==> src/rtl/trace_capture.sv <==
// Instruction trace ring buffer with a run/halt/timeout controller.
// Captures retired-instruction samples until the halt word is seen or the cycle budget expires.
module trace_capture #(
  parameter int unsigned XLEN       = 32,
  parameter int unsigned DEPTH      = 16,
  parameter int unsigned MAX_CYCLES = 1024,
  parameter logic [31:0] HALT_INST  = 32'h0000006F,
  localparam int unsigned AW        = $clog2(DEPTH)
) (
  input  logic            CLK,
  input  logic            RST,
  input  logic            en,
  input  logic [XLEN-1:0] pc,
  input  logic [31:0]     inst,
  input  logic [4:0]      rd,
  input  logic [XLEN-1:0] alu_out,
  input  logic [AW-1:0]   rd_idx,
  output logic [XLEN-1:0] rd_pc,
  output logic [31:0]     rd_inst,
  output logic [4:0]      rd_rd,
  output logic [XLEN-1:0] rd_alu,
  output logic [AW:0]     count,
  output logic            wrapped,
  output logic [15:0]     cycles,
  output logic [1:0]      state,
  output logic            done
);

  typedef enum logic [1:0] {
    S_IDLE    = 2'b00,
    S_RUN     = 2'b01,
    S_HALTED  = 2'b10,
    S_TIMEOUT = 2'b11
  } state_e;

  localparam logic [AW:0] FULL       = (AW+1)'(DEPTH);
  localparam logic [15:0] LAST_CYCLE = 16'(MAX_CYCLES - 1);

  state_e          state_q, state_d;
  logic [AW-1:0]   wp_q, wp_d;
  logic [AW:0]     count_q, count_d;
  logic            wrapped_q, wrapped_d;
  logic [15:0]     cycles_q, cycles_d;

  logic [XLEN-1:0] mem_pc_q   [DEPTH];
  logic [31:0]     mem_inst_q [DEPTH];
  logic [4:0]      mem_rd_q   [DEPTH];
  logic [XLEN-1:0] mem_alu_q  [DEPTH];

  logic            capture;
  logic            halt_hit;
  logic [AW-1:0]   oldest;
  logic [AW-1:0]   rd_addr;
  logic            rd_valid;

  always_comb begin
    capture   = en && (state_q == S_IDLE || state_q == S_RUN);
    halt_hit  = capture && (inst == HALT_INST);
    state_d   = state_q;
    wp_d      = wp_q;
    count_d   = count_q;
    wrapped_d = wrapped_q;
    cycles_d  = cycles_q;

    if (capture) begin
      wp_d = wp_q + AW'(1);
      if (count_q == FULL) wrapped_d = 1'b1;
      else                 count_d   = count_q + (AW+1)'(1);
    end

    case (state_q)
      S_IDLE: begin
        if (en) begin
          cycles_d = 16'd1;
          state_d  = halt_hit ? S_HALTED : S_RUN;
        end
      end
      S_RUN: begin
        cycles_d = cycles_q + 16'd1;
        // A halt sample outranks the budget expiring on the same cycle.
        if (halt_hit)                     state_d = S_HALTED;
        else if (cycles_q == LAST_CYCLE)  state_d = S_TIMEOUT;
      end
      default: ;
    endcase
  end

  always_ff @(posedge CLK) begin
    if (RST) begin
      state_q   <= S_IDLE;
      wp_q      <= '0;
      count_q   <= '0;
      wrapped_q <= 1'b0;
      cycles_q  <= '0;
    end else begin
      state_q   <= state_d;
      wp_q      <= wp_d;
      count_q   <= count_d;
      wrapped_q <= wrapped_d;
      cycles_q  <= cycles_d;
    end
  end

  always_ff @(posedge CLK) begin
    if (capture && !RST) begin
      mem_pc_q[wp_q]   <= pc;
      mem_inst_q[wp_q] <= inst;
      mem_rd_q[wp_q]   <= rd;
      mem_alu_q[wp_q]  <= alu_out;
    end
  end

  // Once full, the write pointer also marks the oldest entry.
  always_comb begin
    oldest   = (count_q == FULL) ? wp_q : '0;
    rd_addr  = oldest + rd_idx;
    rd_valid = {1'b0, rd_idx} < count_q;
    rd_pc    = rd_valid ? mem_pc_q[rd_addr]   : '0;
    rd_inst  = rd_valid ? mem_inst_q[rd_addr] : '0;
    rd_rd    = rd_valid ? mem_rd_q[rd_addr]   : '0;
    rd_alu   = rd_valid ? mem_alu_q[rd_addr]  : '0;
  end

  assign count   = count_q;
  assign wrapped = wrapped_q;
  assign cycles  = cycles_q;
  assign state   = state_q;
  assign done    = (state_q == S_HALTED) || (state_q == S_TIMEOUT);

endmodule

==> config.mk <==
export PLATFORM = sky130hd
export DESIGN_NAME = trace_capture
export DESIGN_NICKNAME = d
export VERILOG_FILES = /design/src/rtl/trace_capture.sv
export SDC_FILE = /design/constraint.sdc
export NUM_CORES = 1
export LEC_CHECK = 0
export BUFFER_PORTS_ARGS = -buffer_cell sky130_fd_sc_hd__buf_2
export CAP_MARGIN = 15
export CORE_ASPECT_RATIO = 1.75
export CORE_MARGIN = 10
export CORE_UTILIZATION = 60
export CTS_BUF_LIST = sky130_fd_sc_hd__clkbuf_8
export DETAILED_ROUTE_END_ITERATION = 8
export PLACE_DENSITY_LB_ADDON = 0.2
export SYNTH_ARGS = -nofsm -noshare
export SYNTH_HDL_FRONTEND = slang
export SYNTH_SLANG_ARGS = --single-unit
==> constraint.sdc <==
create_clock -name CLK -period 24.1 [get_ports CLK]
set_input_delay 3.615 -clock CLK [delete_from_list [all_inputs] [get_ports CLK]]
set_output_delay 3.615 -clock CLK [all_outputs]
set_load 0.01 [all_outputs]
==> results.yml <==
die:
  core_um2: 106000
  die-width_um: 267
  start_util: 0.605
  dieArea_um2: 121000
  num_io_pins: 234
  rows: 158
  die_h_um: 453
yosys:
  syn_area_um2: 64300
  muxShareOfSynthArea: 0.177
  syn-num-nets: 2935
  synth_top_family_by_area: "multiplexers"
  synth_compound_area_frac: 0.0247
  yosys.cell_types.count: 46
  synthSimpleGateAreaFrac: 0.0172
  yosysSeqAreaShare: 0.764
  synth.yosys.warnings: 0
  synth-adder-area-share: 0.00284
  avgSynthCellArea_um2: 22.8
  synth_xor_area_frac: 0.00123
  synth-seq-cells: 1644
  synthCells: 2813
setup_path:
  crit_fanout: 68
  critPathLaunchType: "input pin"
  rr_startpoint: "state[1]$_SDFFE_PP0P_"
  crit_arrival_ns: 8.73
  path_class: "in2out"
  crit_end: "rd_inst[31]"
  reg2reg_depth: 6
  worstPathRequired_ns: 20.48
  crit_start: "rd_idx[0]"
  r2r_slack_ns: 19.76
  end_kind: "output pin"
  rr_endpoint: "mem_pc_q[10][4]$_DFFE_PP_"
route:
  route.antenna.remaining_nets: 0
  firstDrtPassIters: 6
  wire_per_inst_um: 32.3
  vias: 31354
  post-route-drc-count: 0
  via_per_inst: 6.68
  drt-initial-drc-count: 3403
  routed_wirelength_um: 152000
outcome:
  status: "finished clean"
clock_network:
  cts_buffers: 215
  ctsHoldBuffers: 0
  max-clock-path-buffers: 3
  worst_skew_pair.late_latency_ns: 0.91
  post-cts-setup-buffers: 0
  clock-sinks: 1644
  htree_levels: 4
  clk_pin_slew_worst_paths_ns: 0.06
  cts_tree: "yes"
  cts-root-buf: "clkbuf_8"
  cts.repair.resized: 0
sta:
  fin_crit_sh: 0.512
  tns_ns: 0
  rsz0062_at_grt: "false"
  final_hold_viol_count: 0
  worst_pin_slew_ns: 1.28
  setup-violations-final: 0
  worst_slew_margin_rel: 0.144
  fmax_mhz: 81.0
  fin_skew_ns: 0.0468
  final_max_slew_viol_count: 0
  min_period_ns: 12.35
power_and_ir_drop:
  p_seq_frac: 0.590
  combPwrFrac: 0.058
  clockPowerShare: 0.352
  leakage_nw: 22.8
  p_sw_mw: 1.17
  power_density_nw_per_um2: 75.6
  p_sw_frac: 0.218
  ir_drop_v: 0.0000605
  internal-power_mw: 4.19
place:
  io_buffers: 233
  gp_congestion: 0.758
  dp_hpwl_um: 77800
  placed_area_um2: 67000
global_routing:
  first_global_vias: 33411
  grt_overflow: 0
  grt_max_degree: 161
  grt_pass1_wl_um: 224000
  track_usage: 0.256
  grt_antenna_before_repair: 30
cells_and_area:
  drive_gt1_frac: 0.357
  nets: 3273
  postLayoutCellArea_um2: 71000
  area_growth_pct: 10.4
hold_path:
  hold_path_class: "reg2reg"
job:
  max-cap-violations: 0
## sequential cells by signal, indices dropped and copies added, names as in the netlist
name	count
cycles	16
mem_alu_q	512
mem_inst_q	512
wrapped	1
mem_rd_q	80
count	5
state	2
wp_q	4
mem_pc_q	512
## routing by layer
layer	global-route usage	routed length, µm
met2	0.424	77900
met5	0	128
met1	0.340	56700
met4	0.0842	4090
met3	0.0529	13100
## layout by cell type, fill, tap and decap left out, types with 9 or more instances in the layout
master / netlist / final
mux2i_1: 101 / 101
clkinv_1: 0 / 65
buf_2: 66 / 233
buf_4: 5 / 58
clkinv_2: 0 / 21
nor3_1: 107 / 103
nor2_1: 45 / 33
edfxtp_1: 1616 / 1616
dfxtp_1: 28 / 28
a221oi_1: 11 / 11
nand2_1: 22 / 22
ha_1: 13 / 12
mux4_2: 404 / 404
diode_2: 0 / 15
nor2_4: 0 / 12
nand3_1: 9 / 9
a221oi_2: 90 / 90
clkbuf_8: 0 / 223
mux2_2: 111 / 111
inv_1: 8 / 73
## cells in the mapped netlist, drive strengths merged
| master | n | area share |
|---|---|---|
| nor3 | 107 | 0.0083 |
| a21o | 4 | 0.00047 |
| clkbuf | 91 | 0.0053 |
| nand3 | 9 | 0.00070 |
| a22oi | 5 | 0.00058 |
| and4b | 1 | 0.00016 |
| or3 | 1 | 0.000097 |
| o21ai | 2 | 0.00016 |
| xor2 | 2 | 0.00027 |
| inv | 9 | 0.00053 |
| and2 | 2 | 0.00019 |
| or4 | 2 | 0.00023 |
| nor4 | 5 | 0.00049 |
| nor3b | 1 | 0.00012 |
| and4 | 2 | 0.00027 |
| nor2 | 45 | 0.0026 |
| dfxtp | 28 | 0.0087 |
| nand4bb | 1 | 0.00018 |
| edfxtp | 1616 | 0.75 |
| o211a | 1 | 0.00016 |
| nor4bb | 2 | 0.00031 |
| nor2b | 2 | 0.00019 |
| fa | 1 | 0.00031 |
| and3 | 3 | 0.00029 |
| a21boi | 1 | 0.00012 |
| mux2 | 111 | 0.019 |
| nand2b | 4 | 0.00039 |
| nor4b | 1 | 0.00014 |
| mux4 | 404 | 0.14 |
| a21oi | 8 | 0.00062 |
| and3b | 1 | 0.00014 |
| xnor2 | 7 | 0.00095 |
| nand4 | 8 | 0.00078 |
| or2 | 3 | 0.00029 |
| nand2 | 22 | 0.0013 |
| mux2i | 101 | 0.016 |
| a221oi | 101 | 0.023 |
| a211oi | 1 | 0.00012 |
| ha | 13 | 0.0025 |
| buf | 85 | 0.0077 |
## through the flow
stage               total power, mW   util  setup slack [ns]  instances  hold slack, ns
finish                         5.36  0.668             11.75       4696           0.522
global route                   5.54  0.668             11.56       4687           0.555
CTS                            5.40  0.668             11.80       4679           0.524
detailed placement             3.54  0.631             11.80       4292           0.514
global placement               3.53  0.631             11.87       4291           0.486
floorplan                      3.42      -             12.57       2813           0.482
## power by group through the flow
stage	clock, mW	combinational, mW	sequential, mW
global route	2.05	0.331	3.16
floorplan	0	0.194	3.23
finish	1.89	0.309	3.17
CTS	1.92	0.312	3.17
detailed placement	0	0.311	3.23
global placement	0	0.302	3.22
## worst max-delay path, cell delays in order
cell	delay (ns)
buf_2	0.12
ha_4	0.16
fa_4	1.38
buf_4	0.87
buf_4	0.92
mux4_2	0.36
mux2_2	0.15
nor3_1	0.05
a221oi_1	0.75
buf_2	0.28
## cell type report
class | instances | area (µm²)
flip-flops and latches | 1644 | 49100
multi-input cells | 984 | 14500
clock buffers | 223 | 3070
diodes | 15 | 37.5
fillers | 6688 | 35200
repair buffers | 297 | 1720
clock inverters | 164 | 816
well taps | 1360 | 1700
inverters | 9 | 38.8
## cells by family (layout without fill, tap and decap cells)
family | Yosys count | count (layout)
fa+ha+maj | 14 | 14
xor+xnor | 9 | 9
other cells | 0 | 15
flops | 1644 | 1644
simple gates | 222 | 222
buf+inv | 185 | 693
compound gates | 123 | 123
mux | 616 | 616
## worst min path at each step
stage                                  from                 endpoint  slack [ns]  depth (start not counted)
CTS                 cycles[14]$_SDFFE_PP0P_  cycles[14]$_SDFFE_PP0P_        0.52                          2
global placement    cycles[14]$_SDFFE_PP0P_  cycles[14]$_SDFFE_PP0P_        0.49                          2
detailed placement  cycles[14]$_SDFFE_PP0P_  cycles[14]$_SDFFE_PP0P_        0.51                          2
global route        cycles[14]$_SDFFE_PP0P_  cycles[14]$_SDFFE_PP0P_        0.56                          2
finish              cycles[14]$_SDFFE_PP0P_  cycles[14]$_SDFFE_PP0P_        0.52                          2
floorplan              wp_q[1]$_SDFFE_PP0P_     wp_q[1]$_SDFFE_PP0P_        0.48                          2
Note: power is estimated with default switching activity, not from simulation.
